==> src/rtl/multi_radix_hex_loser_div_div_15s_14ns_15_seq.sv <==
// Sequential radix-2 restoring divider: signed 15-bit dividend by unsigned 14-bit divisor,
// quotient truncated toward zero. Define DIV_REMAINDER_EN to expose the signed remainder port.
module multi_radix_hex_loser_div_div_15s_14ns_15_seq #(
   parameter int unsigned ID         = 32'd1,
   parameter int unsigned din0_WIDTH = 32'd15,
   parameter int unsigned din1_WIDTH = 32'd14,
   parameter int unsigned dout_WIDTH = 32'd15
) (
   input  logic                  clk,
   input  logic                  reset,
   input  logic                  ce,
   input  logic                  in_valid,
   output logic                  in_ready,
   input  logic [din0_WIDTH-1:0] din0,
   input  logic [din1_WIDTH-1:0] din1,
   output logic                  out_valid,
   input  logic                  out_ready,
   output logic [dout_WIDTH-1:0] dout,
`ifdef DIV_REMAINDER_EN
   output logic [dout_WIDTH-1:0] rem,
`endif
   output logic                  div_zero,
   output logic [1:0]            dbg_state_o
);

   localparam int W0 = din0_WIDTH;
   localparam int W1 = din1_WIDTH;
   localparam int WO = dout_WIDTH;
   localparam int CW = $clog2(W0 + 1);

   localparam logic [1:0] S_IDLE = 2'd0;
   localparam logic [1:0] S_CALC = 2'd1;
   localparam logic [1:0] S_FIX  = 2'd2;
   localparam logic [1:0] S_DONE = 2'd3;

   logic [1:0]    state_q, state_d;
   logic [CW-1:0] cnt_q, cnt_d;
   logic          neg_q, neg_d;
   logic [W1-1:0] dsr_q, dsr_d;
   logic [W0-1:0] dvd_q, dvd_d;
   logic [W1-1:0] prem_q, prem_d;
   logic [WO-1:0] dout_q, dout_d;
   logic          dz_q, dz_d;
   logic          ov_q, ov_d;
`ifdef DIV_REMAINDER_EN
   logic [WO-1:0] rem_q, rem_d;
   logic [WO-1:0] rem_ext;
   logic [WO-1:0] rem_fix;
`endif

   logic [W0-1:0] din0_abs;
   logic [W1:0]   trial;
   logic [W1+1:0] diff;
   logic          ge;
   logic [W1-1:0] prem_nx;
   logic [WO-1:0] q_fix;
   logic [WO-1:0] dz_dout;
   logic          unused_bits;

   // Magnitude fits in W0 bits even for the most negative dividend (read as unsigned).
   assign din0_abs = din0[W0-1] ? (~din0 + {{(W0-1){1'b0}}, 1'b1}) : din0;

   assign trial   = {prem_q, dvd_q[W0-1]};
   assign diff    = {1'b0, trial} - {2'b00, dsr_q};
   assign ge      = ~diff[W1+1];
   assign prem_nx = ge ? diff[W1-1:0] : trial[W1-1:0];

   assign q_fix   = neg_q ? (~dvd_q + {{(W0-1){1'b0}}, 1'b1}) : dvd_q;
   assign dz_dout = din0[W0-1] ? {1'b1, {(WO-1){1'b0}}} : {1'b0, {(WO-1){1'b1}}};

`ifdef DIV_REMAINDER_EN
   assign rem_ext = {{(WO-W1){1'b0}}, prem_q};
   assign rem_fix = neg_q ? (~rem_ext + {{(WO-1){1'b0}}, 1'b1}) : rem_ext;
`endif

   assign unused_bits = ^{diff[W1], ID[0]};

   // Handshake: a transfer happens on an enabled posedge where valid and ready are both 1;
   // out_valid holds with stable data until taken, and in_ready is high only in IDLE.
   always_comb begin
      state_d = state_q;
      cnt_d   = cnt_q;
      neg_d   = neg_q;
      dsr_d   = dsr_q;
      dvd_d   = dvd_q;
      prem_d  = prem_q;
      dout_d  = dout_q;
      dz_d    = dz_q;
      ov_d    = ov_q;
`ifdef DIV_REMAINDER_EN
      rem_d   = rem_q;
`endif
      case (state_q)
         S_IDLE: begin
            if (in_valid) begin
               neg_d  = din0[W0-1];
               dsr_d  = din1;
               dvd_d  = din0_abs;
               prem_d = '0;
               if (din1 != '0) begin
                  state_d = S_CALC;
                  cnt_d   = CW'(W0);
               end else begin
                  state_d = S_DONE;
                  ov_d    = 1'b1;
                  dz_d    = 1'b1;
                  dout_d  = dz_dout;
`ifdef DIV_REMAINDER_EN
                  rem_d   = din0;
`endif
               end
            end
         end
         S_CALC: begin
            dvd_d  = {dvd_q[W0-2:0], ge};
            prem_d = prem_nx;
            cnt_d  = cnt_q - {{(CW-1){1'b0}}, 1'b1};
            if (cnt_q == CW'(1)) begin
               state_d = S_FIX;
            end
         end
         S_FIX: begin
            dout_d  = q_fix;
            dz_d    = 1'b0;
            ov_d    = 1'b1;
            state_d = S_DONE;
`ifdef DIV_REMAINDER_EN
            rem_d   = rem_fix;
`endif
         end
         S_DONE: begin
            if (out_ready) begin
               ov_d    = 1'b0;
               state_d = S_IDLE;
            end
         end
         default: state_d = S_IDLE;
      endcase
   end

   always_ff @(posedge clk) begin
      if (!reset) begin
         state_q <= S_IDLE;
         cnt_q   <= '0;
         neg_q   <= 1'b0;
         dsr_q   <= '0;
         dvd_q   <= '0;
         prem_q  <= '0;
         dout_q  <= '0;
         dz_q    <= 1'b0;
         ov_q    <= 1'b0;
`ifdef DIV_REMAINDER_EN
         rem_q   <= '0;
`endif
      end else if (ce) begin
         state_q <= state_d;
         cnt_q   <= cnt_d;
         neg_q   <= neg_d;
         dsr_q   <= dsr_d;
         dvd_q   <= dvd_d;
         prem_q  <= prem_d;
         dout_q  <= dout_d;
         dz_q    <= dz_d;
         ov_q    <= ov_d;
`ifdef DIV_REMAINDER_EN
         rem_q   <= rem_d;
`endif
      end
   end

   assign in_ready    = (state_q == S_IDLE);
   assign out_valid   = ov_q;
   assign dout        = dout_q;
   assign div_zero    = dz_q;
   assign dbg_state_o = state_q;
`ifdef DIV_REMAINDER_EN
   assign rem         = rem_q;
`endif

endmodule

==> config.mk <==
export PLATFORM = sky130hd
export DESIGN_NAME = multi_radix_hex_loser_div_div_15s_14ns_15_seq
export DESIGN_NICKNAME = d
export VERILOG_FILES = /design/src/rtl/multi_radix_hex_loser_div_div_15s_14ns_15_seq.sv
export SDC_FILE = /design/constraint.sdc
export NUM_CORES = 1
export LEC_CHECK = 0
export CAP_MARGIN = 20
export CORE_MARGIN = 2
export CORE_UTILIZATION = 40
export DETAILED_ROUTE_END_ITERATION = 8
export MAX_ROUTING_LAYER = met4
export PLACE_DENSITY = 0.67
export SLEW_MARGIN = 10
export SYNTH_ARGS = -nofsm -noshare
export SYNTH_HDL_FRONTEND = slang
export SYNTH_SLANG_ARGS = --single-unit
==> constraint.sdc <==
create_clock -name clk -period 4.3 [get_ports clk]
set_input_delay 0.86 -clock clk [delete_from_list [all_inputs] [get_ports clk]]
set_output_delay 0.86 -clock clk [all_outputs]
set_load 0.005 [all_outputs]
After elaboration in Yosys (flattened, before gate mapping)
Cells that the tools add are included.
Widths: inputs -> output; s select.
- equal/unequal tests: 9
- add/subtract/negate cells: 4
- reductions and logical operators: 11
- bitwise gates (word level): 3
- muxes and demuxes: 24
- operators by type and width (operator ; count):
    $mux 15 ; 6
    $pmux 15 s2 ; 2
    $add 15x1->15 const B ; 2
    $not 15->15 ; 2
    $mux 14 ; 2
    $pmux 14 s2 ; 1
    $sub 15x14->16 ; 1
    $reduce_bool 14->1 ; 1
    $reduce_and 4->1 ; 3
    $mux 2 ; 4
    $mux 4 ; 2
    $ne 2x2->1 const B ; 4
    $pmux 2 s4 ; 1
    $pmux 4 s2 ; 1
    $reduce_and 3->1 ; 2
    $reduce_and 5->1 ; 1
    $eq 2x2->1 const B ; 2
    $eq 4x1->1 const B ; 1
    $reduce_bool 2->1 ; 2
    $sub 4x1->4 const B ; 1
    $mux 1 ; 3
    $pmux 1 s3 ; 1
    $reduce_bool 3->1 ; 1
    $eq 2x1->1 const B ; 1
    4 further kinds ; 4
- bits of input ports: 34
- flip-flop bits (word level): 67

Depth between registers and ports, before layout
- depth after elaboration: 5
- depth in mapped cells: 11

Worst setup path after synthesis
No wires, ideal clock.
- path kind: input port to flip-flop
- start point: input din0[9]
- end point: register dvd_q[13]
- data required time: 4.172 ns
- stages: 7
- path slack: 1.750 ns
- arrival time: 2.422 ns
- cell sequence: or4_1 > or4_1 > o21ai_0 > xor2_1 > o21ai_0 > mux2i_1 > nor2_1
- longest elaborated chain between the ends: 5
- ends and longest elaborated chain (element ; line ; text):
    from (decl) ; 14 ; input logic [din0_WIDTH-1:0] din0,
    $not 15->15 ; 61 ; assign din0_abs = din0[W0-1] ? (~din0 + {{(W0-1){1'b0}}, 1'b1}) : din0;
    $add 15x1->15 ; 61 ;
    $mux 15 ; 61 ;
    $mux 15 ; 95 ; if (in_valid) begin
    $pmux 15 s2 ; 93 ; case (state_q)
    to (signal assigned) ; 160 ; dvd_q <= dvd_d;
    to (decl) ; 40 ; logic [W0-1:0] dvd_q, dvd_d;
Every way passes these cells. The select of a mux whose other input is x is not followed.
A chain may end at the register's enable or synchronous reset.

Final worst setup path
- start point: input din1[9]
- end point: register dout_q[1] (netlist: dout[1])
- longest elaborated chain between the ends: 3
- ends and longest elaborated chain (element ; line ; text):
    from (decl) ; 15 ; input logic [din1_WIDTH-1:0] din1,
    $reduce_bool 14->1 ; 100 ; if (din1 != '0) begin
    $ne 2x2->1 (no line) ; n/a ;
    $reduce_and 4->1 (no line) ; n/a ;
    to (signal assigned) ; 162 ; dout_q <= dout_d;
    to (decl) ; 42 ; logic [WO-1:0] dout_q, dout_d;
Every way passes these cells.

==> flow_summary.yaml <==
floorplan:
  die-area_um2: 11100
  io_pins: 54
  initial_utilization_pct: 40.5
  fp.dieW_um: 106
  core_area_um2: 10200
  row_count: 37
  die_h_um: 106
yosys:
  synth_nets: 587
  synth-warning-count: 0
  async_reset_ff_share_pct: 0
  synth_edf_count: 0
  synth_cells: 530
  avgSynthCellArea_um2: 7.78
  synth_cell_types: 56
  synth_seq_area_share_pct: 32.5
  synth.cell_area_um2: 4120
  synth-main-ff-cell: "dfxtp_1"
  synth_seq_cells: 67
detailed_routing:
  drt_iter0_drc: 127
  avgRoutedWirePerCell_um: 14.0
  antenna_left: 0
  vias_per_cell: 5.31
  remaining_drc_errors: 0
  num_vias: 3779
  dr.pass1.iters: 4
  wl_mm: 9.96
min_path:
  min_path_cells: 2
  min_path_type: "flop to flop"
grt:
  grtUsageMet2_pct: 33.1
  use_met3_pct: 3.53
  grt_util_all_layers_pct: 19.1
  antenna_found_initial: 0
  overflow: 0
  grt_pass1_vias: 3661
  grt.busiest_layer: "met2"
  grt_use_met1_pct: 21.8
  grt_pass1_wl_mm: 16.9
  grt_start_max_net_pins: 38
placement:
  place_inst: 696
  hpwl_mm: 7.37
  dp_slack_ps: 1080
  gp_congestion: 0.890
  port-buffer-count: 53
cts:
  cts_setup_buffers: 0
  cts_tree: "built"
  postCtsResizedCells: 0
  htreeDepth: 3
  cts_sinks: 67
  cts.clk_slew.worst_paths_ps: 80
  numCtsBuffers: 9
  ctsLongestPathBuffers: 2
  ctsHoldBuffers: 0
  root_buffer: "clkbuf_8"
  clkLatencyLatePin_ps: 350
finish:
  fin_nets: 628
  antenna_cells: 0
  fill_cells: 999
  drive_gt1_share_pct: 5.21
  layout.cells.non_filler: 712
  regArea_um2: 1340
  multiInputGateArea_um2: 2560
  areaGrowthSynthToFinish_pct: 21.8
setup_path:
  path_max_fanout: 14
  crit_type: "input pin to flop"
  arrival_ps: 3120
  worstRegToRegCells: 11
  start_kind: "input pin"
  worst_setup_path_end_kind: "flop"
  worstPathRequired_ps: 4550
timing:
  drv_slew: 0
  clock_skew_ps: 12.7
  rsz0062_at_grt: "no"
  tightest_slew_ps: 817
  min_period_over_period_pct: 66.8
  setup_viol: 0
  totalNegativeSetupSlack_ps: 0
  slew_headroom_pct: 45.6
  finalHoldViolCount: 0
  hold_ws_ps: 467
  finalWorstSetupSlack_ps: 1430
  period_needed_ps: 2870
  fmax_mhz: 348
power_and_ir_drop:
  p_leak_uw: 0.00197
  peakVddDrop_v: 0.000148
  power_density_nw_per_um2: 393
  power_uw: 1970
outcome:
  status: "finished clean"
job:
  drv_cap: 0
-- placed cells by master, fill, tap and decap left out, types with 3 or more instances in the layout --
cell and n:
nand2_1 80, dfxtp_1 67, clkdlybuf4s50_1 53, o21ai_0 49
a21oi_1 41, nor2_1 40, inv_1 30, ha_1 22
xnor2_1 20, mux2i_1 17, xor2_1 15, a21boi_0 13
nand3_1 11, clkbuf_8 10, o31ai_1 8, nand2b_1 8
a211oi_1 6, a21o_1 6, nor3_1 5, nor4_1 4
or4_1 4, o21a_1 4, and3_1 4, bufinv_16 4
buf_4 4, o41ai_1 3
-- final timing paths --
| check | start | to | slack, ps |
|---|---|---|---|
| worst max-delay path | din1[9] | dout[1] | 1430 |
| worst max register to register | dvd_q[14] | prem_q[8] | 1540 |
| worst min register to register | dsr_q[2] | dsr_q[2] | 470 |
| worst min-delay path | dsr_q[2] | dsr_q[2] | 470 |
-- cell usage after synthesis (2+ instances only) --
cell | count | area share, %
nand2_1 | 80 | 7.3
dfxtp_1 | 67 | 33
o21ai_0 | 49 | 5.9
a21oi_1 | 41 | 5.0
nor2_1 | 40 | 3.6
inv_1 | 30 | 2.7
clkbuf_1 | 22 | 2.0
ha_1 | 22 | 6.7
xnor2_1 | 20 | 4.2
mux2i_1 | 17 | 4.1
xor2_1 | 15 | 3.2
a21boi_0 | 13 | 2.4
nand3_1 | 11 | 1.3
nand2b_1 | 8 | 1.2
o31ai_1 | 8 | 1.5
a211oi_1 | 6 | 1.1
a21o_1 | 6 | 1.1
nor3_1 | 5 | 0.61
and3_1 | 4 | 0.61
nor4_1 | 4 | 0.61
o21a_1 | 4 | 0.73
or4_1 | 4 | 0.73
o41ai_1 | 3 | 0.64
a211o_1 | 2 | 0.42
a221oi_1 | 2 | 0.42
a311oi_1 | 2 | 0.42
a31o_2 | 2 | 0.42
and4_1 | 2 | 0.42
buf_1 | 2 | 0.18
buf_2 | 2 | 0.24
nand4_1 | 2 | 0.30
nor2b_1 | 2 | 0.30
o211a_1 | 2 | 0.49
o211ai_1 | 2 | 0.36
o21bai_1 | 2 | 0.36
o221ai_1 | 2 | 0.42
o22ai_1 | 2 | 0.30
o31a_1 | 2 | 0.42
or2_2 | 2 | 0.30
or3_1 | 2 | 0.30
or3_4 | 2 | 0.55
-- routing by layer --
metal | vias to the layer above | routed length (µm)
met2 | 68 | 4950
met3 | 19 | 293
met4 | 0 | 217
met1 | 1760 | 4500
met5 | - | 0
li1 | 1932 | -
-- state kept, by name (all words and copies together) (netlist names) --
signal       count
prem_q          14
dsr_q           14
dvd_q           15
div_zero         1
out_valid        1
cnt_q            4
dbg_state_o      2
dout            15
neg_q            1
-- per-stage QoR --
step / cell area [µm²] / utilization (%)
2_1_floorplan: 4120 / -
3_3_place_gp: 4750 / 46.6
3_5_place_dp: 4750 / 46.6
4_1_cts: 5020 / 49.3
5_1_grt: 5020 / 49.3
6_report: 5020 / 49.3
-- cell families (layout without fill, tap and decap cells) --
group                      count (synthesis)  in the layout  share of synthesized area [%]
AOI/OAI and AO/OA                        158            158                           24.3
muxes                                     17             17                           4.13
adders and majority gates                 23             23                           7.16
buffers and inverters                     58            104                           5.43
and+or+nand+nor                          172            172                           19.0
xor gates and xnor gates                  35             35                           7.44
DFF                                       67             67                           32.5
-- critical path, stage by stage --
cell	delay, ps
clkdlybuf4s50_1	420
nor4_1	460
and4_1	350
a21oi_1	90
nand2b_1	190
or2_2	430
a21oi_1	250
nor2_1	70
-- layout make-up --
class	count	share of cell area (%)
multi-input combinational	405	50.9
sequential	67	26.7
timing repair buffer	57	11.2
tap	136	3.39
inverter	31	2.32
clock buffer	10	2.74
clock inverter	6	2.72
-- where the power goes --
group	internal [µW]	total, µW	switching (µW)
combinational	256	555	300
clock	461	719	258
sequential	659	698	38.6
total	1380	1970	596
No activity file was read; power rests on OpenSTA's default activity.
